**src/rtl/tx_phy_pkg.sv**
```systemverilog
// Shared definitions for the multi-lane transmit PHY: FSM states, line levels
// and a width helper.
package tx_phy_pkg;

    typedef enum logic [1:0] {
        EIDLE  = 2'd0,
        DETECT = 2'd1,
        ACTIVE = 2'd2
    } state_t;

    // Both legs low in electrical idle, both high for the detect common-mode step.
    localparam logic EIDLE_LINE  = 1'b0;
    localparam logic DETECT_LINE = 1'b1;

    function automatic int clog2(input int value);
        int result;
        result = 0;
        for (int i = 0; i < 31; i++) begin
            if ((1 << i) < value) result = i + 1;
        end
        return result;
    endfunction

endpackage

```
**src/rtl/tx_lane_serializer.sv**
```systemverilog
// One serial lane: LSB-first shift register, lane-enable flop and the
// differential line driver.
module tx_lane_serializer
    import tx_phy_pkg::*;
#(
    parameter int WIDTH = 8
) (
    input  logic             clk,
    input  logic             rst,
    input  logic             load,
    input  logic [WIDTH-1:0] sym,
    input  logic             shift,
    input  logic             en_load,
    input  logic             en_in,
    input  logic             active,
    input  logic             detect,
    output logic             tx_p,
    output logic             tx_n
);

    logic [WIDTH-1:0] shreg;
    logic             en;

    // NOTE: sequential state is written with non-blocking assignments only, so
    // every flop samples the pre-edge values regardless of statement order.
    always_ff @(posedge clk) begin
        if (rst) begin
            shreg <= '0;
            en    <= 1'b0;
        end else begin
            if (load) begin
                shreg <= sym;
            end else if (shift) begin
                shreg <= {1'b0, shreg[WIDTH-1:1]};
            end
            if (en_load) en <= en_in;
        end
    end

    // NOTE: both outputs get a default before any branch so no latch is inferred.
    always_comb begin
        tx_p = EIDLE_LINE;
        tx_n = EIDLE_LINE;
        if (detect) begin
            tx_p = DETECT_LINE;
            tx_n = DETECT_LINE;
        end else if (active && en) begin
            tx_p = shreg[0];
            tx_n = ~shreg[0];
        end
    end

endmodule

```
**src/rtl/tx_phy_multilane.sv**
```systemverilog
// Multi-lane transmit PHY: lockstep word serialisation, word-aligned electrical
// idle and a timed receiver-detect sequence.
module tx_phy_multilane
    import tx_phy_pkg::*;
#(
    parameter int               LANES      = 4,
    parameter int               WIDTH      = 8,
    parameter int               DET_CYCLES = 16,
    parameter logic [WIDTH-1:0] FILL_SYM   = '0
) (
    input  logic                   TRANSCLK,
    input  logic                   RESET,
    input  logic [LANES*WIDTH-1:0] TXDATA,
    input  logic                   TXVALID,
    output logic                   TXREADY,
    input  logic                   TXIDLE,
    input  logic [LANES-1:0]       LANE_EN,
    input  logic                   RXDET,
    input  logic [LANES-1:0]       RXDET_SENSE,
    output logic                   RXDET_O,
    output logic [LANES-1:0]       RXDET_STATUS,
    output logic [LANES-1:0]       TX_P,
    output logic [LANES-1:0]       TX_N
);

    localparam int             BW       = clog2(WIDTH);
    localparam int             DW       = clog2(DET_CYCLES);
    localparam logic [BW-1:0]  BIT_LAST = BW'(WIDTH - 1);
    localparam logic [DW-1:0]  DET_LAST = DW'(DET_CYCLES - 1);

    state_t                   state, state_nxt;
    logic [BW-1:0]            bit_cnt;
    logic [DW-1:0]            det_cnt;
    logic                     is_active, is_detect;
    logic                     load_slot, det_last, start;
    logic [LANES*WIDTH-1:0]   load_data;

    assign is_active = (state == ACTIVE);
    assign is_detect = (state == DETECT);
    assign det_last  = is_detect && (det_cnt == DET_LAST);
    // A detect request in EIDLE takes the slot away from the link layer.
    assign load_slot = ((state == EIDLE) && !RXDET) || (is_active && (bit_cnt == BIT_LAST));
    assign TXREADY   = load_slot && !TXIDLE;
    assign start     = (state == EIDLE) && TXREADY;
    assign load_data = TXVALID ? TXDATA : {LANES{FILL_SYM}};
    assign RXDET_O   = det_last;

    always_comb begin
        state_nxt = state;
        case (state)
            EIDLE: begin
                if (RXDET)        state_nxt = DETECT;
                else if (!TXIDLE) state_nxt = ACTIVE;
            end
            DETECT: if (det_last) state_nxt = EIDLE;
            ACTIVE: if (load_slot && TXIDLE) state_nxt = EIDLE;
            default: state_nxt = EIDLE;
        endcase
    end

    always_ff @(posedge TRANSCLK) begin
        if (RESET) begin
            state        <= EIDLE;
            bit_cnt      <= '0;
            det_cnt      <= '0;
            RXDET_STATUS <= '0;
        end else begin
            state <= state_nxt;
            if (is_active) begin
                bit_cnt <= (bit_cnt == BIT_LAST) ? '0 : bit_cnt + 1'b1;
            end else begin
                bit_cnt <= '0;
            end
            if (is_detect && !det_last) begin
                det_cnt <= det_cnt + 1'b1;
            end else begin
                det_cnt <= '0;
            end
            if (det_last) RXDET_STATUS <= RXDET_SENSE;
        end
    end

    for (genvar l = 0; l < LANES; l++) begin : g_lane
        tx_lane_serializer #(.WIDTH(WIDTH)) u_lane (
            .clk     (TRANSCLK),
            .rst     (RESET),
            .load    (TXREADY),
            .sym     (load_data[l*WIDTH +: WIDTH]),
            .shift   (is_active),
            .en_load (start),
            .en_in   (LANE_EN[l]),
            .active  (is_active),
            .detect  (is_detect),
            .tx_p    (TX_P[l]),
            .tx_n    (TX_N[l])
        );
    end

endmodule

```
**config.mk**
```make
export PLATFORM = sky130hd
export DESIGN_NAME = tx_phy_multilane
export DESIGN_NICKNAME = d
export VERILOG_FILES = /design/src/rtl/tx_phy_pkg.sv /design/src/rtl/tx_lane_serializer.sv /design/src/rtl/tx_phy_multilane.sv
export SDC_FILE = /design/constraint.sdc
export NUM_CORES = 1
export LEC_CHECK = 0
export CAP_MARGIN = 20
export CORE_MARGIN = 3
export CORE_UTILIZATION = 49
export DETAILED_ROUTE_END_ITERATION = 8
export GPL_TIMING_DRIVEN = 0
export PLACE_DENSITY_LB_ADDON = 0.1
export SLEW_MARGIN = 5
export SYNTH_ARGS = -nofsm -noshare
export SYNTH_HDL_FRONTEND = slang
export SYNTH_HIERARCHICAL = 1
export SYNTH_SLANG_ARGS = --single-unit
```
**constraint.sdc**
```tcl
create_clock -name TRANSCLK -period 3.9 [get_ports TRANSCLK]
set_input_delay 0.39 -clock TRANSCLK [delete_from_list [all_inputs] [get_ports TRANSCLK]]
set_output_delay 0.39 -clock TRANSCLK [all_outputs]
set_load 0.02 [all_outputs]
```
==> results of run 1 <==
[area by class of cell]
class,count,area [µm²],share of cell area (%)
Tap cell,65,81.3,2.53
Sequential cell,49,981,30.5
Buffer,12,105,3.27
Clock buffer,8,80.1,2.49
Multi-Input combinational cell,190,1330,41.3
Timing Repair Buffer,62,619,19.3
Inverter,6,22.5,0.700
[power groups by stage]
stage,clock network (mW),logic (mW),registers (mW)
6_report,0.286,0.202,0.545
5_1_grt,0.313,0.221,0.549
4_1_cts,0.297,0.203,0.544
3_5_place_dp,0,0.201,0.556
3_3_place_gp,0,0.195,0.555
2_1_floorplan,0,0.115,0.551
[final timing paths]
path | from | end | slack [ns] | cells after the start
setup / recovery | state[1]$_SDFFE_PP0P_ | TX_N[0] | 1.15 | 5
hold / removal | bit_cnt[0]$_SDFF_PP0_ | bit_cnt[0]$_SDFF_PP0_ | 0.44 | 1
setup reg to reg | bit_cnt[0]$_SDFF_PP0_ | g_lane[3].u_lane/shreg[3]$_SDFFE_PP0P_ | 1.91 | 7
hold reg to reg | bit_cnt[0]$_SDFF_PP0_ | bit_cnt[0]$_SDFF_PP0_ | 0.44 | 1
[cell families after synthesis]
group	synth area share (%)
buf+inv	5.25
flops	40.3
compound gates	14.6
xor+xnor	0.721
simple gates	24.3
mux	13.2
fa+ha+maj	1.54
[synthesized netlist by cell type (2+ instances only)]
cell type  number  share of area (%)
nand3_1         6                1.2
o21bai_1        4                1.2
inv_1           6               0.93
a31o_2          4                1.4
nor2_1         12                1.9
o21ai_0         4               0.82
nand2_1         9                1.4
ha_1            3                1.5
mux2i_1        32                 13
clkbuf_1        4               0.62
a21oi_1        10                2.1
buf_6           8                3.7
dfxtp_1        49                 40
and2_1         34                8.7
a211oi_1       28                8.6
nor3_1          2               0.41
or3b_1          4                1.4
nor2b_1        30                7.7
[flip-flops by register name, summed over array words and instances (netlist names)]
| signal | cells |
|---|---|
| det_cnt | 4 |
| RXDET_STATUS | 4 |
| g_lane.u_lane/shreg | 32 |
| bit_cnt | 3 |
| state | 2 |
| g_lane.u_lane/en | 4 |
[through the flow]
stage / utilization [%] / setup WS (ns) / total power [mW] / TNS, ns / hold WS (ns)
final: 70.5 / 1.15 / 1.03 / 0 / 0.439
after global routing: 70.5 / 1.03 / 1.08 / 0 / 0.454
after CTS: 70.3 / 0.966 / 1.04 / 0 / 0.438
after detailed placement: 68.6 / 1.25 / 0.758 / 0 / 0.417
after global placement: 67.8 / -0.984 / 0.750 / -21.27 / 0.410
after floorplan: - / 0.612 / 0.667 / 0 / 0.398
[worst reg2reg max path: stages (launching register included)]
cell      delay (ns)
dfxtp_1         0.35
ha_1            0.15
ha_1            0.18
a21oi_1         0.09
nor3_2          0.52
buf_8           0.24
inv_1           0.14
a211oi_1        0.24
[metal layers]
metal / track usage [%] / up-vias
li1: - / 1038
met1: 23.3 / 911
met2: 30.7 / 36
met3: 3.55 / 5
met4: 5.98 / 0
met5: 0 / -
==> impl_metrics.csv, run 1 <==
group,metric,value,unit
worst_setup_path,path_buf_inv,2,
sta,relSlewSlack,55.7,%
logic_synthesis,synthDistinctLibCells,26,
logic_synthesis,synth-async-reset-ratio,0,%
global_route,overflow,0,
worst_setup_path,path_delay_family,"buffers and inverters",
logic_synthesis,synthCells,257,
worst_setup_path,critPathMaxStageDelay,0.63,ns
sta,finalHoldViolations,0,
routing,vias,1990,
floorplan,die_y,76.4,µm
layout,nNetsFinal,374,
cts,cts_hold_buf,0,
power_and_ir_drop,p_sw,0.262,mW
floorplan,die_x,76.4,µm
layout,fin_cells,392,
logic_synthesis,yosysSeqAreaShare,40.3,%
place,dp_hpwl,3760,µm
routing,avgRoutedWirePerCell,13.1,µm
place,place.gp.congestion,0.723,
routing,drt-met1-wl,2380,µm
logic_synthesis,synth_nets,305,
routing,drc_errors,0,
place,io_buffers,58,
floorplan,core_area,0.00456,mm²
sta,min_period_over_period,70.6,%
floorplan,rows,24,
cts,clk_path_buf_depth,2,
worst_setup_path,end_kind,"output port",
global_route,grt_max_degree,19,
cts,cts-htree-levels,2,
floorplan,dieArea,0.00584,mm²
cts,worstSkewPairLatency,0.30,ns
routing,dr_wl_met2,2530,µm
worst_setup_path,critPathRequiredTime,3.51,ns
layout,drive_above_1_share,7.03,%
power_and_ir_drop,clockPowerShare,27.7,%
power_and_ir_drop,p_leak,1.15,nW
power_and_ir_drop,seq_power_share,52.7,%
sta,drv_slew,0,
outcome,status,"finished, final reports clean",
logic_synthesis,syn_avg_cell_area,9.46,µm²
power_and_ir_drop,swShare,25.4,%
layout,fillers,373,
logic_synthesis,synth-edff-count,0,
cts,root_buffer,"clkbuf_8",
sta,tightest_slew,0.661,ns
logic_synthesis,yosysWarnings,6,
power_and_ir_drop,p_comb_share,19.6,%
sta,rsz0062_at_grt,"no",
power_and_ir_drop,powerDensity,321,mW/mm²
worst_setup_path,path_cells,"nor2b_1 -> buf_4 -> nand2_1 -> o21bai_1 -> clkdlybuf4s50_1",
layout,area_growth,32.3,%
routing,antenna_left,0,
place,dp_cells,383,
sta,clock_skew,0.00599,ns
min_path,hold_class,"register to register",
floorplan,start_util,53.3,%
cts,post_cts_buffers,0,
sta,min_period,2.75,ns
cts,cts_tree,"yes",
flow_run,drv_cap,0,
worst_setup_path,critPathSlowestCell,"clkdlybuf4s50_1",
floorplan,io-pin-count,59,
power_and_ir_drop,worst_ir_drop_vdd,0.000201,V
global_route,gr-usage-all-layers,18.2,%
logic_synthesis,synth_area,0.00243,mm²
place,place_area,0.00313,mm²
layout,insertedDiodeCount,0,
routing,maxUsedRoutingLayer,"met4",
global_route,grt_pass1_vias,1937,
routing,totalWireLength,5130,µm
routing,vias_per_cell,5.08,
layout,design_area,0.00322,mm²
global_route,antenna_found_initial,0,
sta,clock.fmax,0.363,GHz
global_route,grt_first_pass_wirelength,8880,µm
routing,drt_pass1_iterations,4,
layout,layout_common_cells,"58 x clkdlybuf4s50_1, 49 x dfxtp_1, 34 x and2_1",
worst_setup_path,crit_path_start_kind,"register",
worst_setup_path,critical_path_class,"register to output port",
cts,cts_buffers,5,
routing,drtIter0Drc,65,
routing,wl_met3,172,µm
cts,cts_resized,0,
cts,clkTransAtPathRegs,0.09,ns
layout,final_common_cell,"clkdlybuf4s50_1",
worst_setup_path,cp_max_fo,7,
worst_setup_path,crit_arrival,2.36,ns
cts,clkSinkCount,49,
logic_synthesis,synth_seq_cells,49,
logic_synthesis,synthFlopType,"dfxtp_1",
sta,setup_viol,0,
power_and_ir_drop,p_int,0.771,mW
Power figures use the tool's default switching activity.
==> run 2, diff against run 1 <==
Clock period 3.9 ns to 2.6 ns, I/O delays scaled along.
==> impl_metrics.csv, run 2 (synthesized netlist as in run 1, its figures left out) <==
group,metric,value,unit
outcome,status,"finished, final reports clean",
worst_setup_path,crit_arrival,2.21,ns
sta,finalHoldViolations,0,
power_and_ir_drop,clockPowerShare,27.7,%
worst_setup_path,rrSetupSlack,0.71,ns
routing,totalWireLength,5200,µm
power_and_ir_drop,p_leak,1.15,nW
global_route,gr-usage-all-layers,18.4,%
layout,nNetsFinal,373,
global_route,overflow,0,
routing,drtIter0Drc,77,
power_and_ir_drop,p_int,1.16,mW
layout,fillers,390,
worst_setup_path,cp_max_fo,26,
min_path,min_from,"bit_cnt[0]$_SDFF_PP0_",
layout,utilization,70.8,%
cts,worstSkewPairLatency,0.30,ns
power_and_ir_drop,fin_total_pwr,1.55,mW
global_route,grt_max_degree,27,
flow_run,drv_cap,0,
sta,rsz0062_at_grt,"no",
global_route,antenna_found_initial,0,
cts,root_buffer,"clkbuf_8",
cts,cts-htree-levels,2,
place,dp_cells,381,
place,io_buffers,58,
routing,vias_per_cell,5.20,
power_and_ir_drop,worst_ir_drop_vdd,0.000367,V
layout,final_common_cell,"clkdlybuf4s50_1",
worst_setup_path,end_kind,"output port",
place,place.gp.congestion,0.730,
floorplan,start_util,53.3,%
worst_setup_path,worstSetupStartpoint,"bit_cnt[0]$_SDFF_PP0_",
power_and_ir_drop,powerDensity,481,mW/mm²
power_and_ir_drop,seq_power_share,52.7,%
floorplan,die_x,76.4,µm
worst_setup_path,r2r-end,"g_lane[3].u_lane/shreg[7]$_SDFFE_PP0P_",
cts,cts_tree,"yes",
power_and_ir_drop,p_sw,0.395,mW
worst_setup_path,r2r-start,"bit_cnt[0]$_SDFF_PP0_",
sta,setup_viol,0,
power_and_ir_drop,p_comb_share,19.6,%
sta,setup_ws,0.130,ns
min_path,hold_class,"register to register",
sta,clock.fmax,0.405,GHz
routing,drt_pass1_iterations,4,
min_path,hold_end,"bit_cnt[0]$_SDFF_PP0_",
floorplan,core_area,0.00456,mm²
layout,layout_common_cells,"58 x clkdlybuf4s50_1, 49 x dfxtp_1, 34 x and2_1",
floorplan,rows,24,
layout,largest_register_ffs,32,
sta,drv_slew,0,
layout,insertedDiodeCount,0,
worst_setup_path,critPathRequiredTime,2.34,ns
layout,fin_cells,391,
layout,area_growth,32.9,%
sta,min_period_over_period,95.0,%
cts,cts_hold_buf,0,
sta,fin_tns_setup,0,ns
power_and_ir_drop,swShare,25.4,%
floorplan,io-pin-count,59,
floorplan,dieArea,0.00584,mm²
layout,largest-register,"g_lane.u_lane/shreg",
cts,cts_buffers,5,
sta,clock_skew,0.00332,ns
sta,min_period,2.47,ns
layout,drive_above_1_share,7.06,%
cts,clk_path_buf_depth,2,
floorplan,die_y,76.4,µm
global_route,grt_pass1_vias,1976,
worst_setup_path,crit_path_start_kind,"register",
place,dp_slack,0.0455,ns
min_path,hold_depth,1,
sta,tightest_slew,0.754,ns
place,dp_hpwl,3770,µm
global_route,grt_first_pass_wirelength,8810,µm
sta,relSlewSlack,49.2,%
cts,clkTransAtPathRegs,0.08,ns
routing,avgRoutedWirePerCell,13.3,µm
cts,clkSinkCount,49,
routing,drc_errors,0,
routing,vias,2032,
worst_setup_path,rr_worst_depth,7,
routing,antenna_left,0,
worst_setup_path,critical_path_class,"register to output port",
==> run 2: repair_timing <==
item                                    4_1_cts  5_1_grt
buffers inserted                              1        0
cloned                                        0        0
pin swaps                                     1        0
endpoints found under the setup margin        9        2
gates resized for setup                       1        1
==> run 2: critical path, stage by stage (launching register included) <==
cell and delay (ns):
dfxtp_1 0.35, ha_1 0.17, ha_1 0.20, a21oi_1 0.11, nor3_4 0.27, buf_16 0.19, clkdlybuf4s50_1 0.61
==> run 2: per-layer routing <==
layer | routed length (µm) | global-route usage [%] | share of wire (%) | up-vias
li1 | - | - | - | 1043
met1 | 2320 | 22.6 | 45 | 946
met2 | 2620 | 31.7 | 50 | 38
met3 | 212 | 3.90 | 4.1 | 5
met4 | 46 | 6.34 | 0.88 | 0
met5 | 0 | 0 | 0 | -
==> run 2: final cells by class <==
| type | instances | area [µm²] | area share [%] |
|---|---|---|---|
| buffer | 12 | 105 | 3.25 |
| clock buffer | 8 | 80.1 | 2.48 |
| inverter | 6 | 22.5 | 0.697 |
| multi-input combinational | 190 | 1340 | 41.5 |
| sequential | 49 | 981 | 30.4 |
| tap | 65 | 81.3 | 2.52 |
| timing repair buffer | 61 | 621 | 19.2 |
==> run 2: power by group through the flow <==
stage	clock network (mW)	logic [mW]	registers, mW
finish	0.430	0.305	0.819
global placement	0	0.293	0.832
CTS	0.444	0.307	0.818
detailed placement	0	0.303	0.835
global route	0.469	0.335	0.824
floorplan	0	0.173	0.827
==> run 2: stage by stage <==
| step | instance area (µm²) | hold WS [ns] |
|---|---|---|
| after floorplan | 2440 | 0.329 |
| after global placement | 3100 | 0.410 |
| after detailed placement | 3130 | 0.417 |
| after CTS | 3220 | 0.432 |
| after global routing | 3230 | 0.459 |
| final | 3230 | 0.435 |
==> run 2: how the worst max path moves through the flow <==
stage | to | slack (ns)
CTS | TX_N[0] | 0.1
floorplan | g_lane[0].u_lane/shreg[0]$_SDFFE_PP0P_ | 0.21
detailed placement | TXREADY | 0.05
finish | TXREADY | 0.13
global route | TXREADY | 0.01
global placement | TXREADY | -0.87
==> run 3, diff against run 2 <==
Settings changed: CORE_MARGIN 3 to default.
==> impl_metrics.csv, run 3 (synthesized netlist as in run 1, its figures left out) <==
group,metric,value,unit
layout,largest_register_ffs,32,
floorplan,die_y,72.4,µm
global_route,gr-usage-all-layers,20.2,%
sta,finalHoldViolations,0,
sta,hold-worst-slack,0.427,ns
flow_run,drv_cap,0,
place,io_buffers,58,
min_path,hold_class,"register to register",
layout,nNetsFinal,373,
global_route,grt_pass1_vias,1837,
worst_setup_path,cp_max_fo,12,
sta,relSlewSlack,61.1,%
sta,rsz0062_at_grt,"no",
power_and_ir_drop,worst_ir_drop_vdd,0.000291,V
routing,totalWireLength,5000,µm
worst_setup_path,path_cells,"nand2b_1 -> inv_1 -> o21bai_1 -> clkdlybuf4s50_1",
worst_setup_path,critical_path_depth,4,
sta,tightest_slew,0.582,ns
global_route,grt_max_degree,28,
power_and_ir_drop,powerDensity,478,mW/mm²
floorplan,io-pin-count,59,
cts,worstSkewPairLatency,0.29,ns
worst_setup_path,path_delay_family,"buffers and inverters",
sta,drv_slew,0,
power_and_ir_drop,p_leak,1.15,nW
cts,clkSinkCount,49,
global_route,grt_first_pass_wirelength,8190,µm
cts,cts_tree,"yes",
routing,drc_errors,0,
sta,min_period_over_period,94.6,%
layout,utilization,68.0,%
floorplan,rows,25,
routing,drt_pass1_iterations,4,
cts,clk_path_buf_depth,2,
worst_setup_path,critical_path_class,"register to output port",
place,place.gp.congestion,0.714,
worst_setup_path,critPathRequiredTime,2.34,ns
worst_setup_path,path_buf_inv,2,
routing,drtIter0Drc,43,
layout,area_growth,33.0,%
routing,antenna_left,0,
floorplan,dieArea,0.00525,mm²
sta,clock.fmax,0.407,GHz
layout,final_common_cell,"clkdlybuf4s50_1",
worst_setup_path,rr_worst_depth,8,
layout,drive_above_1_share,7.06,%
floorplan,start_util,51.1,%
cts,clkTransAtPathRegs,0.08,ns
worst_setup_path,crit_arrival,2.20,ns
sta,clock_skew,0.00472,ns
layout,insertedDiodeCount,0,
routing,avgRoutedWirePerCell,12.7,µm
layout,largest-register,"g_lane.u_lane/shreg",
floorplan,core_area,0.00475,mm²
min_path,hold_depth,1,
sta,setup_viol,0,
sta,min_period,2.46,ns
floorplan,die_x,72.4,µm
cts,cts_buffers,5,
cts,cts_hold_buf,0,
global_route,antenna_found_initial,0,
cts,cts-htree-levels,2,
routing,vias,1972,
worst_setup_path,critPathSlowestCell,"clkdlybuf4s50_1",
worst_setup_path,crit_path_start_kind,"register",
routing,vias_per_cell,5.02,
global_route,overflow,0,
worst_setup_path,end_kind,"output port",
outcome,status,"finished, final reports clean",
worst_setup_path,critPathMaxStageDelay,0.63,ns
layout,layout_common_cells,"58 x clkdlybuf4s50_1, 49 x dfxtp_1, 34 x and2_1",
cts,root_buffer,"clkbuf_8",
place,dp_hpwl,3610,µm
## run 3: cell counts in the layout (fill, tap and decap cells not counted)
No cell type changed its count.
## run 3: area by class of cell
cell class / instances / area (µm²)
buffer: 12 / 105
fill: 438 / 1520
timing repair buffer: 61 / 621
sequential: 49 / 981
clock buffer: 8 / 80.1
multi-input combinational: 190 / 1340
tap: 67 / 83.8
inverter: 6 / 22.5
## run 3: routing by layer
layer / vias to the layer above / track usage [%] / share of wire (%)
met5: - / 0 / 0
met4: 0 / 4.58 / 0.58
met3: 2 / 4.72 / 3.4
met2: 39 / 35.7 / 49
met1: 891 / 24.7 / 47
li1: 1040 / - / -
## run 3: stage by stage
stage / total power, mW / cells / setup TNS (ns) / setup slack [ns] / cell area [µm²]
after floorplan: 1.00 / 257 / 0 / 0.215 / 2440
after global placement: 1.13 / 382 / -19.86 / -0.897 / 3100
after detailed placement: 1.14 / 383 / 0 / 0.104 / 3130
after CTS: 1.56 / 392 / 0 / 0.0817 / 3220
after global routing: 1.62 / 393 / 0 / 0.0290 / 3230
final: 1.55 / 393 / 0 / 0.140 / 3230
## run 3: final timing paths
kind | startpoint | end | slack (ns)
worst max-delay path | state[0]$_SDFFE_PP0P_ | TX_N[1] | 0.14
worst min register to register | bit_cnt[0]$_SDFF_PP0_ | bit_cnt[0]$_SDFF_PP0_ | 0.43
worst max register to register | bit_cnt[0]$_SDFF_PP0_ | g_lane[2].u_lane/shreg[7]$_SDFFE_PP0P_ | 0.57
worst min-delay path | bit_cnt[0]$_SDFF_PP0_ | bit_cnt[0]$_SDFF_PP0_ | 0.43
## run 3: power breakdown
group | internal [mW] | switching [mW] | total, mW
combinational | 0.176 | 0.130 | 0.305
sequential | 0.791 | 0.0264 | 0.818
clock | 0.192 | 0.231 | 0.423
total | 1.16 | 0.387 | 1.55
## run 3: timing repair
item	CTS	global route
setup buffers	1	0
gates resized for setup	1	1
pin swaps	1	0
endpoints found under the setup margin	9	2
